==> src/rtl/mem_resp.sv <==
// Single-port memory responder: fixed-latency reads, zero-fill after reset, backdoor load port.
// Optional MEM_RESP_STATS_EN adds saturating dut-port read/write counters (rd_cnt, wr_cnt).
module mem_resp #(
  parameter int DATA_W = 8,
  parameter int ADDR_W = 6,
  parameter int DEPTH  = 64,
  parameter int RD_LAT = 1
) (
  input  logic              clk,
  input  logic              rst,
  input  logic              mem_REQ0,
  input  logic              mem_WE0,
  input  logic [ADDR_W-1:0] mem_A0,
  input  logic [DATA_W-1:0] mem_DIN0,
  output logic [DATA_W-1:0] mem_DOUT0,
  input  logic              init_vld,
  output logic              init_busy,
  input  logic [ADDR_W-1:0] init_addr,
  input  logic [DATA_W-1:0] init_data,
  output logic              clear_done,
  output logic              err
`ifdef MEM_RESP_STATS_EN
  ,
  output logic [15:0]       rd_cnt,
  output logic [15:0]       wr_cnt
`endif
);

  typedef enum logic {CLEAR, RUN} state_t;

  localparam logic [ADDR_W:0]   DEPTH_L  = (ADDR_W+1)'(DEPTH);
  localparam logic [ADDR_W-1:0] PTR_LAST = ADDR_W'(DEPTH-1);

  state_t            state, state_nxt;
  logic [ADDR_W-1:0] ptr;
  logic [DATA_W-1:0] mem [DEPTH];
  logic              a_ok, init_ok, clr_we, dut_wr, bd_wr, rd_req, err_set;
  logic [DATA_W-1:0] rd_word;
  logic              rd_vld_p  [RD_LAT];
  logic [DATA_W-1:0] rd_data_p [RD_LAT];
  logic [DATA_W-1:0] dout_hold;

  function automatic logic in_range(input logic [ADDR_W-1:0] a);
    return {1'b0, a} < DEPTH_L;
  endfunction

`ifdef MEM_RESP_STATS_EN
  function automatic logic [15:0] sat_inc(input logic [15:0] c);
    return (c == 16'hFFFF) ? c : c + 16'd1;
  endfunction
`endif

  always_ff @(posedge clk) begin
    if (rst) begin
      state <= CLEAR;
      ptr   <= '0;
    end else begin
      state <= state_nxt;
      if (state == CLEAR) ptr <= ptr + 1'b1;
    end
  end

  always_comb begin
    state_nxt = state;
    init_busy = 1'b1;
    clr_we    = 1'b0;
    case (state)
      CLEAR: begin
        clr_we = 1'b1;
        if (ptr == PTR_LAST) state_nxt = RUN;
      end
      RUN:     init_busy = mem_REQ0;
      default: state_nxt = CLEAR;
    endcase
  end

  always_comb begin
    a_ok    = in_range(mem_A0);
    init_ok = in_range(init_addr);
    dut_wr  = (state == RUN) && mem_REQ0 && mem_WE0 && a_ok;
    bd_wr   = init_vld && !init_busy && init_ok;
    rd_req  = mem_REQ0 && !mem_WE0;
    rd_word = (state == RUN && a_ok) ? mem[mem_A0] : '0;
    err_set = 1'b0;
    if (mem_REQ0 && (state == CLEAR || !a_ok)) err_set = 1'b1;
    if (init_vld && !init_busy && !init_ok)    err_set = 1'b1;
  end

  // Storage: one write per cycle; the dut port owns it in RUN, backdoor only when idle.
  always_ff @(posedge clk) begin
    if (clr_we)      mem[ptr]       <= '0;
    else if (dut_wr) mem[mem_A0]    <= mem_DIN0;
    else if (bd_wr)  mem[init_addr] <= init_data;
  end

  // Stage p0..p(RD_LAT-1): read valid and data travel together.
  always_ff @(posedge clk) begin
    if (rst) begin
      for (int i = 0; i < RD_LAT; i++) rd_vld_p[i] <= 1'b0;
      dout_hold <= '0;
    end else begin
      rd_vld_p[0] <= rd_req;
      for (int i = 1; i < RD_LAT; i++) rd_vld_p[i] <= rd_vld_p[i-1];
      if (rd_vld_p[RD_LAT-1]) dout_hold <= rd_data_p[RD_LAT-1];
    end
  end

  always_ff @(posedge clk) begin
    rd_data_p[0] <= rd_word;
    for (int i = 1; i < RD_LAT; i++) rd_data_p[i] <= rd_data_p[i-1];
  end

  // Output stage: the final stage drives DOUT in its own cycle, then the hold register keeps it.
  assign mem_DOUT0 = rd_vld_p[RD_LAT-1] ? rd_data_p[RD_LAT-1] : dout_hold;

  always_ff @(posedge clk) begin
    if (rst) begin
      clear_done <= 1'b0;
      err        <= 1'b0;
    end else begin
      if (state == CLEAR && state_nxt == RUN) clear_done <= 1'b1;
      if (err_set) err <= 1'b1;
    end
  end

`ifdef MEM_RESP_STATS_EN
  always_ff @(posedge clk) begin
    if (rst) begin
      rd_cnt <= '0;
      wr_cnt <= '0;
    end else if (state == RUN && mem_REQ0) begin
      if (mem_WE0) wr_cnt <= sat_inc(wr_cnt);
      else         rd_cnt <= sat_inc(rd_cnt);
    end
  end
`endif

endmodule

==> config.mk <==
export PLATFORM = sky130hd
export DESIGN_NAME = mem_resp
export DESIGN_NICKNAME = d
export VERILOG_FILES = /design/src/rtl/mem_resp.sv
export SDC_FILE = /design/constraint.sdc
export NUM_CORES = 1
export LEC_CHECK = 0
export ABC_AREA = 1
export BUFFER_PORTS_ARGS = -buffer_cell sky130_fd_sc_hd__clkbuf_2
export CAP_MARGIN = 5
export CORE_AREA = 2 2 318 163
export DETAILED_ROUTE_END_ITERATION = 10
export DIE_AREA = 0 0 320 165
export PLACE_DENSITY = 0.6
export SYNTH_ARGS = -nofsm -noshare
export SYNTH_HDL_FRONTEND = slang
export SYNTH_SLANG_ARGS = --single-unit
export TNS_END_PERCENT = 100
==> constraint.sdc <==
create_clock -name clk -period 5.3 [get_ports clk]
set_input_delay 0.795 -clock clk [delete_from_list [all_inputs] [get_ports clk]]
set_output_delay 0.795 -clock clk [all_outputs]
set_load 0.05 [all_outputs]
# Yosys cells after proc, flatten, opt, wreduce, memory -nomap -nowiden
# Memory sizes are Yosys's and may differ from the RTL's.
# Cells that the tools add are included.
# classes
add_sub_neg,1
multipliers,0
div_mod_pow,0
order_cmp,0
n_eq_ne,1
shifts,0
muxes,25
bitwise,1
n_reduce_logical,11
# op_table
op,n
$mux 8,4
$mux 1,19
$reduce_or 8->1,2
$mux 6,2
$add 6x1->6 const B,1
$eq 6x6->1 const B,1
$logic_and 1x1->1,6
$logic_not 1->1,2
$not 1->1,1
$reduce_or 1->1,1
# totals
regBits,17
latch_bits,0
ram_bits,521
rom_bits,0
input_bits,33
out_inout_bits,11
wordCells,47
n_memories,3
# mem_list
memory,depth,width,read_ports,rd_ports_with_merged_regs,wr,line,rtl
mem,64,8,1,0,1,36,logic [DATA_W-1:0] mem [DEPTH];
rd_data_p,1,8,1,0,1,40,logic [DATA_W-1:0] rd_data_p [RD_LAT];
rd_vld_p,1,1,1,0,1,39,logic rd_vld_p [RD_LAT];

# Longest topological paths before layout
# depth
depth_word,9
ltp_mapped,12
ltp_nobuf,9

# Least setup slack after synthesis
# No wires, ideal clock.
# synth_path
path_type,input to register
from,input mem_REQ0
to,memory mem[0][0] (data pin)
t_arrival_ps,3749
t_required_ps,4598
setup_slack_ps,849
cell_stages,4
path_buffers,1
cell_sequence,inv_1 > nand3_4 > clkbuf_2 > o21ai_0
# synth_via
elab_chain_cells,9
word_cells_on_any_way,16
classes_between,10 x mux; 6 x reduce/logical
# synth_rtl
element,line,rtl
from (decl),11,"input logic mem_REQ0,"
$mux 1,67,case (state)
$logic_not 1->1,--,
$logic_and 1x1->1,--,
$mux 1,93,else if (bd_wr) mem[init_addr] <= init_data;
$mux 1,92,else if (dut_wr) mem[mem_A0] <= mem_DIN0;
$mux 1,91,if (clr_we) mem[ptr] <= '0;
$mux 1 (implied by the code),93,
$reduce_or 8->1 (no line),--,
$mux 8 (no line) (*),--,
to (decl),36,
# Mark *: on every way between the ends. The rest lies on a longest branch, timed or not.

# Final worst setup path
# layout_path
from,register state
to,"memory mem[0][5], enable pin"
# layout_via
elab_chain_cells,9
word_cells_on_any_way,19
classes_between,13 x mux; 6 x reduce/logical
# layout_rtl
element,line,rtl
from (decl),34,"state_t state, state_nxt;"
from (signal assigned),58,state <= state_nxt;
$mux 1,67,
$logic_not 1->1,--,
$logic_and 1x1->1,--,
$mux 1,93,
$mux 1,92,
$mux 1,91,
$mux 1 (implied by the code),93,
$reduce_or 8->1 (no line),--,
$mux 6 (no line) or $mux 1 (tied branches),--,
# Several ways; a longest one is shown, not always the timed one.

==> results.toml <==
[run_status]
outcome = "completed"

[power_and_ir_drop]
max-vdd-ir-drop_mv = 0.189
p_sw_w = 0.00184
power_density_nw_per_um2 = 343
comb_power_share = 0.053
pwr-share-seq = 0.550
cellInternalPower_w = 0.00654
power.switching_fraction = 0.220
power.share.clock = 0.396
leak_nw = 9.13

[floorplanning]
fp.dieH_um = 165
overall_die_area_sq_um = 52800
die_width_um = 320
rows = 58
pin_count = 44
floorplan.initialDensity = 0.447
fp.coreArea_sq_um = 49800

[timing]
final-max-slew-violation-count = 0
fmax_ghz = 0.291
summed_negative_setup_slack_over_all_endpoints_ns = 0
skew_final_ns = 0.0156
finalSetupViolCount = 0
final_critical_path_setup_slack_ns = 1.86
slew_headroom = 0.214
finalCriticalPeriod_ns = 3.44
timing_worst_slew_pin_value_ns = 1.17
final.period_utilization = 0.648
timing_hold_violations_final = 0
setup_repair_after_global_routing_missed_its_margin = "false"

[clock_network]
numCtsBuffers = 48
cts_setup_buffers = 0
clk_pin_slew_worst_paths_ns = 0.07
cts-resized-gates = 0
tritoncts = "built"
clock_tree.htree_level_count = 2
clockBufferDepth = 3
clock_sink_count = 538
cts_root_buf = "clkbuf_16"
hold_buffers = 0
clock_latency_ns = 0.57

[setup_path]
critPathMaxStageDelay_ns = 0.77
critPathTopFamily = "simple AND/OR/NAND/NOR gates"
worst_path_max_fanout = 21
crit_chain = "nand3_4 > o21ai_4 > nand4_4 > nor2_1"
critPathBufInv = 0
critical_path_class = "flip-flop to flip-flop"
cp_data_arrival_time_ns = 3.63
cp-start-kind = "flip-flop"
worst_ep_required_time_ns = 5.50
worst_setup_path_end_kind = "flip-flop"
crit_path_top_delay_cell = "nor2_1"

[routing]
post_drt_wl_per_cell_um = 21.1
drtPass1Iterations = 5
via_density_per_instance = 5.43
initial_drt_markers = 1763
drt-total-wl_um = 55600
detail_route.drc_violations = 0
vias = 14300
antenna_left = 0

[synth]
post_synth_inst_count = 1946
postSynthNetCount = 1980
postSynthRegisterBits = 538
yosysSeqAreaShare = 0.714
post_synth.cell_area_avg_sq_um = 11.4
yosys_warnings = 0
synthesized_cell_area_sq_um = 22300
yosysUniqueCellTypes = 30

[placed_design]
numPortBuffers = 43
final_hpwl_dp_um = 32300
place.detailed.instances = 2553
post-place-ws_ns = 1.55
finalWeightedCongestion = 0.871

[layout]
stdcell_count = 2635
layout.core_utilization = 0.491
nNetsFinal = 1977
layout-drive-gt1-share = 0.0881
flow.area_growth_from_synthesis_pct = 9.82

[global_route]
track_usage = 0.211
grt_first_pass_wirelength_um = 82700
gr-total-overflow = 0
first_global_vias = 13300
grt_antenna_before_repair = 2
grt_start_max_net_pins = 198

[worst_hold_path]
worstHoldPathType = "input pin to flip-flop"

[flow_run]
maxCapViolCount = 0
metrics by stage:
stage	total power (W)	hold WS, ns	area [sq um]
floorplan	0.00500	0.442	22300
global placement	0.00514	0.447	23000
detailed placement	0.00515	0.461	23000
CTS	0.00841	0.438	24500
global route	0.00862	0.443	24500
finish	0.00839	0.453	24500
layout by cell type, fill, tap and decap left out, drive strengths merged, types with 19 or more instances in the layout:
cell type	n
nand2	690
edfxtp	512
nand3	437
clkbuf	97
nor2	78
dfxtp	26
inv	26
buf	23
a21oi	21
clkinv	19
cell families (layout without fill, tap and decap cells):
kind of cell | count (synthesis) | after routing | share of synthesized area
AO/OA/AOI/OAI | 45 | 45 | 0.0147
flip-flops | 538 | 538 | 0.714
adder cells (fa/ha/maj) | 1 | 1 | 0.000562
AND/OR/NAND/NOR | 1216 | 1216 | 0.238
other | 0 | 1 | 0
XOR/XNOR | 1 | 1 | 0.000393
buffers and inverters | 145 | 173 | 0.0321
routing by layer:
metal | part of all wire | track usage | up-vias | wire length [um]
met3 | 0.087 | 0.0412 | 72 | 4820
met2 | 0.44 | 0.324 | 574 | 24500
met1 | 0.46 | 0.314 | 6866 | 25400
li1 | - | - | 6783 | -
met4 | 0.015 | 0.0427 | 0 | 841
met5 | 0 | 0 | - | 0
worst reg2reg max path, stage by stage, from the launching register on:
cell and delay (ns):
dfxtp_1 0.67, nand3_4 0.59, o21ai_4 0.59, nand4_4 0.44, nor2_1 0.77
area by class of cell:
cell class / instances / area, sq um
diodes: 1 / 2.50
clock buffers: 56 / 1250
clock inverters: 25 / 199
fillers: 4377 / 25300
inverters: 28 / 125
multi-input cells: 1263 / 5750
flip-flops and latches: 538 / 15900
well taps: 660 / 826
repair buffers: 64 / 407
worst paths after layout:
check | startpoint | endpoint | slack [ns] | cells past startpoint
hold / removal | mem_WE0 | rd_vld_p[0] | 0.45 | 2
hold reg to reg | dout_hold[2] | dout_hold[2] | 0.47 | 2
setup reg to reg | state | mem[0][5] | 1.86 | 4
setup / recovery | state | mem[0][5] | 1.86 | 4
power groups by stage:
stage / Combinational (W) / Clock, W / Sequential, W
after floorplan: 0.000294 / 0 / 0.00471
after global placement: 0.000437 / 0 / 0.00471
after detailed placement: 0.000440 / 0 / 0.00471
after CTS: 0.000441 / 0.00336 / 0.00462
after global routing: 0.000481 / 0.00353 / 0.00462
final: 0.000445 / 0.00332 / 0.00462
sequential cells by signal, indices dropped and copies added, names as in the netlist:
name,flops
clear_done,1
dout_hold,8
err,1
mem,512
ptr,6
rd_data_p,8
rd_vld_p,1
state,1
cell usage after synthesis, drive strengths merged:
library cell | n | area, sq um
a21oi | 21 | 105
buf | 94 | 509
clkbuf | 23 | 87.6
clkinv | 2 | 7.51
dfxtp | 26 | 521
edfxtp | 512 | 15400
ha | 1 | 12.5
inv | 26 | 110
nand2 | 690 | 2610
nand3 | 437 | 2220
nand4 | 8 | 170
nor2 | 78 | 293
nor3 | 3 | 15.0
o211ai | 6 | 83.8
o21a | 1 | 7.51
o21ai | 17 | 130
xor2 | 1 | 8.76
Note: power is estimated with default switching activity, not from simulation.
